==> src/rtl/stopwatch_digit_counter_if.sv <==
// stopwatch_digit_counter_if: control, load and status signals of one counter digit
interface stopwatch_digit_counter_if #(parameter int WIDTH = 4);
    logic             en;
    logic             mode;
    logic             load;
    logic             clr;
    logic [WIDTH-1:0] d;
    logic [WIDTH-1:0] q;
    logic             tc;
    logic             trg;
    logic             ovr;
    modport master (output en, mode, load, clr, d, input q, tc, trg, ovr);
    modport slave  (input en, mode, load, clr, d, output q, tc, trg, ovr);
endinterface

==> src/rtl/stopwatch_digit_counter.sv <==
// stopwatch_digit_counter: modulo-MODULUS up/down digit with load, clear,
// combinational carry/borrow (tc) for cascading and a registered wrap pulse.
module stopwatch_digit_counter #(
    parameter int MODULUS = 10,
    parameter int WIDTH   = 4
) (
    input logic                    clk,
    input logic                    rst_n,
    stopwatch_digit_counter_if.slave bus
);
    if (MODULUS < 2 || MODULUS > (1 << WIDTH)) begin : g_bad_param
        $error("stopwatch_digit_counter: MODULUS must be in 2..2**WIDTH");
    end
    localparam logic [WIDTH-1:0] MAX = WIDTH'(MODULUS - 1);
    logic [WIDTH-1:0] nxt;
    logic             over;
    assign over   = bus.d > MAX;
    assign bus.tc = bus.en & (bus.mode ? bus.q == MAX : bus.q == '0);
    // explicit compare-and-wrap so non-power-of-two moduli never see binary overflow
    assign nxt = bus.mode ? (bus.q == MAX ? '0 : bus.q + 1'b1)
                          : (bus.q == '0 ? MAX : bus.q - 1'b1);
    always_ff @(posedge clk or negedge rst_n) begin
        if (!rst_n) begin
            bus.q   <= '0;
            bus.trg <= 1'b0;
            bus.ovr <= 1'b0;
        end else if (bus.clr) begin
            bus.q   <= '0;
            bus.trg <= 1'b0;
            bus.ovr <= 1'b0;
        end else if (bus.load) begin
            bus.q   <= over ? MAX : bus.d;
            bus.trg <= 1'b0;
            bus.ovr <= bus.ovr | over;
        end else if (bus.en) begin
            bus.q   <= nxt;
            bus.trg <= bus.tc;
        end else begin
            bus.trg <= 1'b0;
        end
    end
endmodule

==> src/flat_wrapper.sv <==
// flat-port wrapper written by rule: the top's interface ports become plain ports
module stopwatch_digit_counter_flat 
#(
    parameter int MODULUS = 10,
    parameter int WIDTH   = 4
)
  (clk, rst_n, bus_en, bus_mode, bus_load, bus_clr, bus_d, bus_q, bus_tc, bus_trg, bus_ovr);
  stopwatch_digit_counter_if #(.WIDTH(WIDTH)) bus_i ();
  input logic clk;
  input logic rst_n;
  input wire logic [$bits(bus_i.en)-1:0] bus_en;
  input wire logic [$bits(bus_i.mode)-1:0] bus_mode;
  input wire logic [$bits(bus_i.load)-1:0] bus_load;
  input wire logic [$bits(bus_i.clr)-1:0] bus_clr;
  input wire logic [$bits(bus_i.d)-1:0] bus_d;
  output wire logic [$bits(bus_i.q)-1:0] bus_q;
  output wire logic [$bits(bus_i.tc)-1:0] bus_tc;
  output wire logic [$bits(bus_i.trg)-1:0] bus_trg;
  output wire logic [$bits(bus_i.ovr)-1:0] bus_ovr;
  assign bus_i.en = bus_en;
  assign bus_i.mode = bus_mode;
  assign bus_i.load = bus_load;
  assign bus_i.clr = bus_clr;
  assign bus_i.d = bus_d;
  assign bus_q = bus_i.q;
  assign bus_tc = bus_i.tc;
  assign bus_trg = bus_i.trg;
  assign bus_ovr = bus_i.ovr;
  stopwatch_digit_counter #(.MODULUS(MODULUS), .WIDTH(WIDTH)) u_core (.clk(clk), .rst_n(rst_n), .bus(bus_i));
endmodule
==> config.mk <==
export PLATFORM = sky130hd
export DESIGN_NAME = stopwatch_digit_counter_flat
export DESIGN_NICKNAME = d
export VERILOG_FILES = /design/src/rtl/stopwatch_digit_counter_if.sv /design/src/rtl/stopwatch_digit_counter.sv /design/src/flat_wrapper.sv
export SDC_FILE = /design/constraint.sdc
export NUM_CORES = 1
export LEC_CHECK = 0
export CORE_UTILIZATION = 40
export CTS_CLUSTER_SIZE = 20
export DETAILED_ROUTE_END_ITERATION = 7
export GPL_TIMING_DRIVEN = 0
export PLACE_DENSITY_LB_ADDON = 0.12
export SKIP_LAST_GASP = 1
export SYNTH_ARGS = -nofsm -noshare
export SYNTH_HDL_FRONTEND = slang
export SYNTH_SLANG_ARGS = --single-unit
==> constraint.sdc <==
create_clock -name clk -period 1.55 [get_ports clk]
set_input_delay 0.2325 -clock clk [delete_from_list [all_inputs] [get_ports clk]]
set_output_delay 0.2325 -clock clk [all_outputs]
set_load 0.1 [all_outputs]
# After elaboration in Yosys (flattened, before gate mapping)
# Index checks and enable logic that the tools add are counted.
[totals]
romBits = 0
inputBits = 10
ramBits = 0
mem_count = 0
latch_bits = 0
out_inout_bits = 7
word_cells = 25
register_bits = 6
[op_classes]
n_shift = 0
n_div = 0
n_addsub = 2
bitwise = 2
reduce_logical = 3
muxes = 13
mul = 0
n_eq_ne = 1
order_cmp = 1
[ops]
columns = ["cell", "count"]
rows = [
  ["$mux 4", 7],
  ["$mux 1", 6],
  ["$add 4x1->4 const B", 1],
  ["$eq 4x4->1 const B", 1],
  ["$gt 4x4->1 const B", 1],
  ["$logic_not 4->1", 1],
  ["$sub 4x1->4 const B", 1],
  ["$reduce_bool 3->1", 1],
  ["$reduce_bool 2->1", 1],
  ["$and 1x1->1", 1],
  ["$or 1x1->1", 1],
]

# Depth between registers and ports, before layout
# Gate-level depths: netlist (run 1).
[depth]
ltp_word = 6
ltp_mapped = 6
depth_no_buf = 6

# Worst setup path before layout (run 1)
# No wires, ideal clock.
[synth_path]
path_type = "register -> register"
from = "register u_core.bus.q[0]"
to = "register u_core.bus.trg"
n_path_buf = 0
path_stages_with_launch = 7
arrival_time_ns = 2.202
t_required_ns = 1.431
setup_slack_ns = -0.772
setup_ns = 0.119
path_cell_list = "dfrtp_1 > inv_1 > ha_1 > nand2b_1 > o21ai_0 > and3b_2 > and2_1"
[synth_via]
elab_chain_cells = 6
word_cells_on_any_way = 7
[synth_lines]
columns = ["item", "line_no", "source"]
rows = [
  ["from (decl)", "stopwatch_digit_counter_if.sv:13", "modport slave (input en, mode, load, clr, d, output q, tc, trg, ovr);"],
  ["from (signal assigned)", "stopwatch_digit_counter.sv:32", "bus.q <= over ? MAX : bus.d;"],
  ["from (signal assigned)", "stopwatch_digit_counter.sv:36", "bus.q <= nxt;"],
  ["$eq 4x4->1 or $logic_not 4->1 (tied branches)", "stopwatch_digit_counter.sv:18", "assign bus.tc = bus.en & (bus.mode ? bus.q == MAX : bus.q == '0);"],
  ["$mux 1 *", "stopwatch_digit_counter.sv:18", ""],
  ["$and 1x1->1 *", "stopwatch_digit_counter.sv:18", ""],
  ["via bus_tc", "flat_wrapper.sv:17", "output wire logic [$bits(bus_i.tc)-1:0] bus_tc;"],
  ["$mux 1 *", "stopwatch_digit_counter.sv:35", "end else if (bus.en) begin"],
  ["$mux 1 *", "stopwatch_digit_counter.sv:31", "end else if (bus.load) begin"],
  ["$mux 1 *", "stopwatch_digit_counter.sv:27", "end else if (bus.clr) begin"],
  ["to (signal assigned)", "stopwatch_digit_counter.sv:37", "bus.trg <= bus.tc;"],
  ["to (decl)", "stopwatch_digit_counter_if.sv:13", ""],
]
# The timed path passes the listed nets; every way through them passes the cells marked *.
# A chain may end at the register's enable or synchronous reset.

# Final worst setup path (run 1)
[layout_path]
from = "register u_core.bus.q[1]"
to = "output bus_tc"
[layout_via]
elab_chain_cells = 3
word_cells_on_any_way = 4
[layout_lines]
columns = ["item", "line_no"]
rows = [
  ["$eq 4x4->1 or $logic_not 4->1 (tied branches)", "stopwatch_digit_counter.sv:18"],
  ["$mux 1 *", "stopwatch_digit_counter.sv:18"],
  ["$and 1x1->1 *", "stopwatch_digit_counter.sv:18"],
  ["to (decl)", "flat_wrapper.sv:17"],
]
# Mark *: on every way between the ends. The rest lies on a longest branch, timed or not.

==> results of run 1 <==
[metal layers]
layer	track usage	part of all wire	vias up	wire, µm
met2	0.346	0.50	35	753
met3	0.0694	0.068	3	103
li1	-	-	290	-
met1	0.308	0.43	260	643
met4	0.0776	0.0053	0	8
met5	0	0	-	0
[synthesized netlist by cell type (all sizes together), types with 2 or more instances]
library cell / instances
ha: 4
nand2: 7
nor2: 6
a31oi: 4
inv: 3
buf: 3
and3b: 2
o21ai: 4
a21oi: 3
dfrtp: 6
nand2b: 3
[registers in the layout (all words and copies together), names as in the netlist]
| signal | cells |
|---|---|
| u_core.bus.ovr | 1 |
| u_core.bus.q | 4 |
| u_core.bus.trg | 1 |
[area by class of cell]
cell class | instances | share of cell area
inverters | 3 | 0.0180
well taps | 14 | 0.0194
clock buffers | 3 | 0.0250
flip-flops and latches | 6 | 0.180
repair buffers | 22 | 0.243
multi-input cells | 52 | 0.483
plain buffers | 4 | 0.0319
[power breakdown]
group	switching, mW	internal (mW)	leakage, nW
clock	0.0602	0.0878	0.0138
combinational	0.198	0.139	0.258
sequential	0.0114	0.171	0.0738
total	0.269	0.398	0.346
[final timing paths]
check / startpoint / end / slack (ns) / cells after the start
setup / recovery: u_core.bus.q[1] / bus_tc / -0.25 / 6
hold / removal: rst_n / u_core.bus.q[0] / 0.23 / 1
setup reg to reg: u_core.bus.q[1] / u_core.bus.q[0] / -0.12 / 7
hold reg to reg: u_core.bus.ovr / u_core.bus.ovr / 0.50 / 2
max in group asynchronous: rst_n / u_core.bus.q[3] / 1.08 / 1
min in group clk: bus_load / u_core.bus.q[0] / 0.33 / 3
[stage by stage]
stage	area [µm²]	power (mW)	hold slack, ns	setup WS (ns)	utilization
final	902	0.667	0.228	-0.249	0.761
after global routing	902	0.695	0.250	-0.283	0.761
after floorplan	589	0.384	-0.0631	-0.173	-
after global placement	747	0.455	0.485	-0.968	0.630
after CTS	830	0.630	0.229	-0.298	0.699
after detailed placement	747	0.458	0.493	-1.01	0.630
[layout by cell type (no fill, tap or decap), types with 2 or more instances in the layout]
| cell | instances |
|---|---|
| sky130_fd_sc_hd__buf_4 | 7 |
| sky130_fd_sc_hd__nand2_1 | 7 |
| sky130_fd_sc_hd__clkdlybuf4s50_1 | 7 |
| sky130_fd_sc_hd__nor2_1 | 5 |
| sky130_fd_sc_hd__clkdlybuf4s15_2 | 5 |
| sky130_fd_sc_hd__a31oi_1 | 4 |
| sky130_fd_sc_hd__ha_4 | 4 |
| sky130_fd_sc_hd__buf_6 | 3 |
| sky130_fd_sc_hd__clkbuf_4 | 3 |
| sky130_fd_sc_hd__dfrtp_4 | 3 |
| sky130_fd_sc_hd__inv_4 | 2 |
| sky130_fd_sc_hd__clkbuf_2 | 2 |
| sky130_fd_sc_hd__nand2b_1 | 2 |
| sky130_fd_sc_hd__o21ai_0 | 2 |
| sky130_fd_sc_hd__a21oi_1 | 2 |
| sky130_fd_sc_hd__dfrtp_1 | 2 |
[timing repair]
action                                  CTS  global route
pin swaps                                 2             9
resized for setup                        25            14
endpoints found under the setup margin    8             6
buffers inserted                          6             3
[kinds of logic after synthesis]
logic type      Yosys count
flops                     6
fa+ha+maj                 4
compound gates           18
buf+inv                   7
simple gates             28
mux                       1
xor+xnor                  1
==> results_dict.tcl, run 1 <==
set metrics [dict create \
    p_leak_nw 0.346 \
    post_synth_inst_count 65 \
    start_util 0.459 \
    largest_family_of_logic_cells_by_synthesized_area "simple AND/OR/NAND/NOR gates" \
    async_flop_share 1.00 \
    globalRouteTotalUtil 0.229 \
    mean_syn_cell_area_um2 8.37 \
    number_of_global_route_vias_before_repair 486 \
    ant_nets 0 \
    die-width_um 38.9 \
    synth_compound_gate_area_share 0.211 \
    min_period_ns 1.80 \
    post-place-cells 93 \
    ports 17 \
    worstSetupStartpointType "flip-flop" \
    post_route_setup_tns_ns -0.455 \
    required_ns 1.32 \
    syn-cell-area_um2 544 \
    muxShareOfSynthArea 0.0414 \
    ctsHoldBuffers 0 \
    status "finished, violations left" \
    synth_top_cell_area_share 0.276 \
    tritoncts.num_buffers 3 \
    cp_top_family "flip-flops" \
    core_area_um2 1190 \
    synth_cell_types 33 \
    synth.net_count 79 \
    area_share_of_xor_xnor_cells_in_the_synthesized_design 0.0161 \
    slew_headroom 0.638 \
    crit_path_cell_trace "inv_4, ha_4, nand2b_4, o21ai_2, and3b_4, buf_12" \
    antenna-diode-count 0 \
    multi_input_area_um2 435 \
    setup_viol 3 \
    finalMaxSlewViolations 0 \
    min_path_type "input pin to asynchronous set/reset pin" \
    path_buf_inv 2 \
    worstSkewPairLatency_ns 0.25 \
    num_vias 588 \
    numPortBuffers 14 \
    peakVddDrop_mv 0.363 \
    worst_margin_pin_slew_ns 0.545 \
    synth_edf_count 0 \
    final_nets 106 \
    place.detailed.hpwl_um 958 \
    fraction_of_final_layout_cells_sized_beyond_drive_strength_1 0.478 \
    timing.final.crit_share 1.16 \
    synth.yosys.warnings 0 \
    synth_seq_cells 6 \
    gp_routability_congestion 0.805 \
    max_cap_violations 0 \
    setup.worst_path.class "flip-flop to output pin" \
    power-per-cell-area_nw_per_um2 740 \
    clock_tree_from_tritoncts "built" \
    cts-htree-levels 1 \
    netlist.top_cell.by_area "sky130_fd_sc_hd__dfrtp_1" \
    clk_root_buffer_cell "sky130_fd_sc_hd__clkbuf_4" \
    drt-pass1-iter-count 4 \
    final_critical_path_setup_slack_ns -0.249 \
    final.fill_count 98 \
    failing_checks "setup timing" \
    path_max_fanout 3 \
    synth-seq-area-share 0.276 \
    drt_iter0_markers 24 \
    row_count 12 \
    grt_start_max_net_pins 11 \
    ff_latch_area_um2 163 \
    die_h_um 38.9 \
    netlist_top_cells_area "sky130_fd_sc_hd__dfrtp_1 (28%), sky130_fd_sc_hd__ha_1 (9.2%), sky130_fd_sc_hd__nand2_1 (4.8%)" \
    worstSetupEndpointType "output pin" \
    finalHoldViolCount 0 \
    timing.critical_path.slowest_stage_cell "sky130_fd_sc_hd__dfrtp_4" \
    drt-wirelength-per-cell_um 14.5 \
    cp.arrival_ns 1.57 \
    grt_setup_unrepaired "yes" \
    post_layout_nonfiller_instances 104 \
    dominantRegCellSynth "sky130_fd_sc_hd__dfrtp_1" \
    yosys.area_share.simple 0.290 \
    finalClockSkew_ns 0.000864 \
    grt_first_pass_wirelength_um 2260 \
    number_of_antenna_violations_at_the_first_check_in_global_routing 0 \
    synth_fa_ha_area_frac 0.0920 \
    grt_overflow 0 \
    worst_setup_hold_path_clk_slew_ns 0.05 \
    via_per_inst 5.65 \
    cp_slowest_stage_delay_ns 0.50 \
    fp.dieArea_um2 1510 \
    tritoncts_num_sinks 6 \
    drc 0 \
    wl_um 1510 \
    clockBufferDepth 2 \
    clock.fmax_mhz 556 \
    areaGrowthSynthToFinish_pct 65.7 \
]
No activity file was read; power rests on OpenSTA's default activity.
==> run 2: changes to the inputs <==
CTS_CLUSTER_DIAMETER = 150   (was unset)
==> results of run 2 <==
Final layout, timing and power as in run 1 (identical DEF).
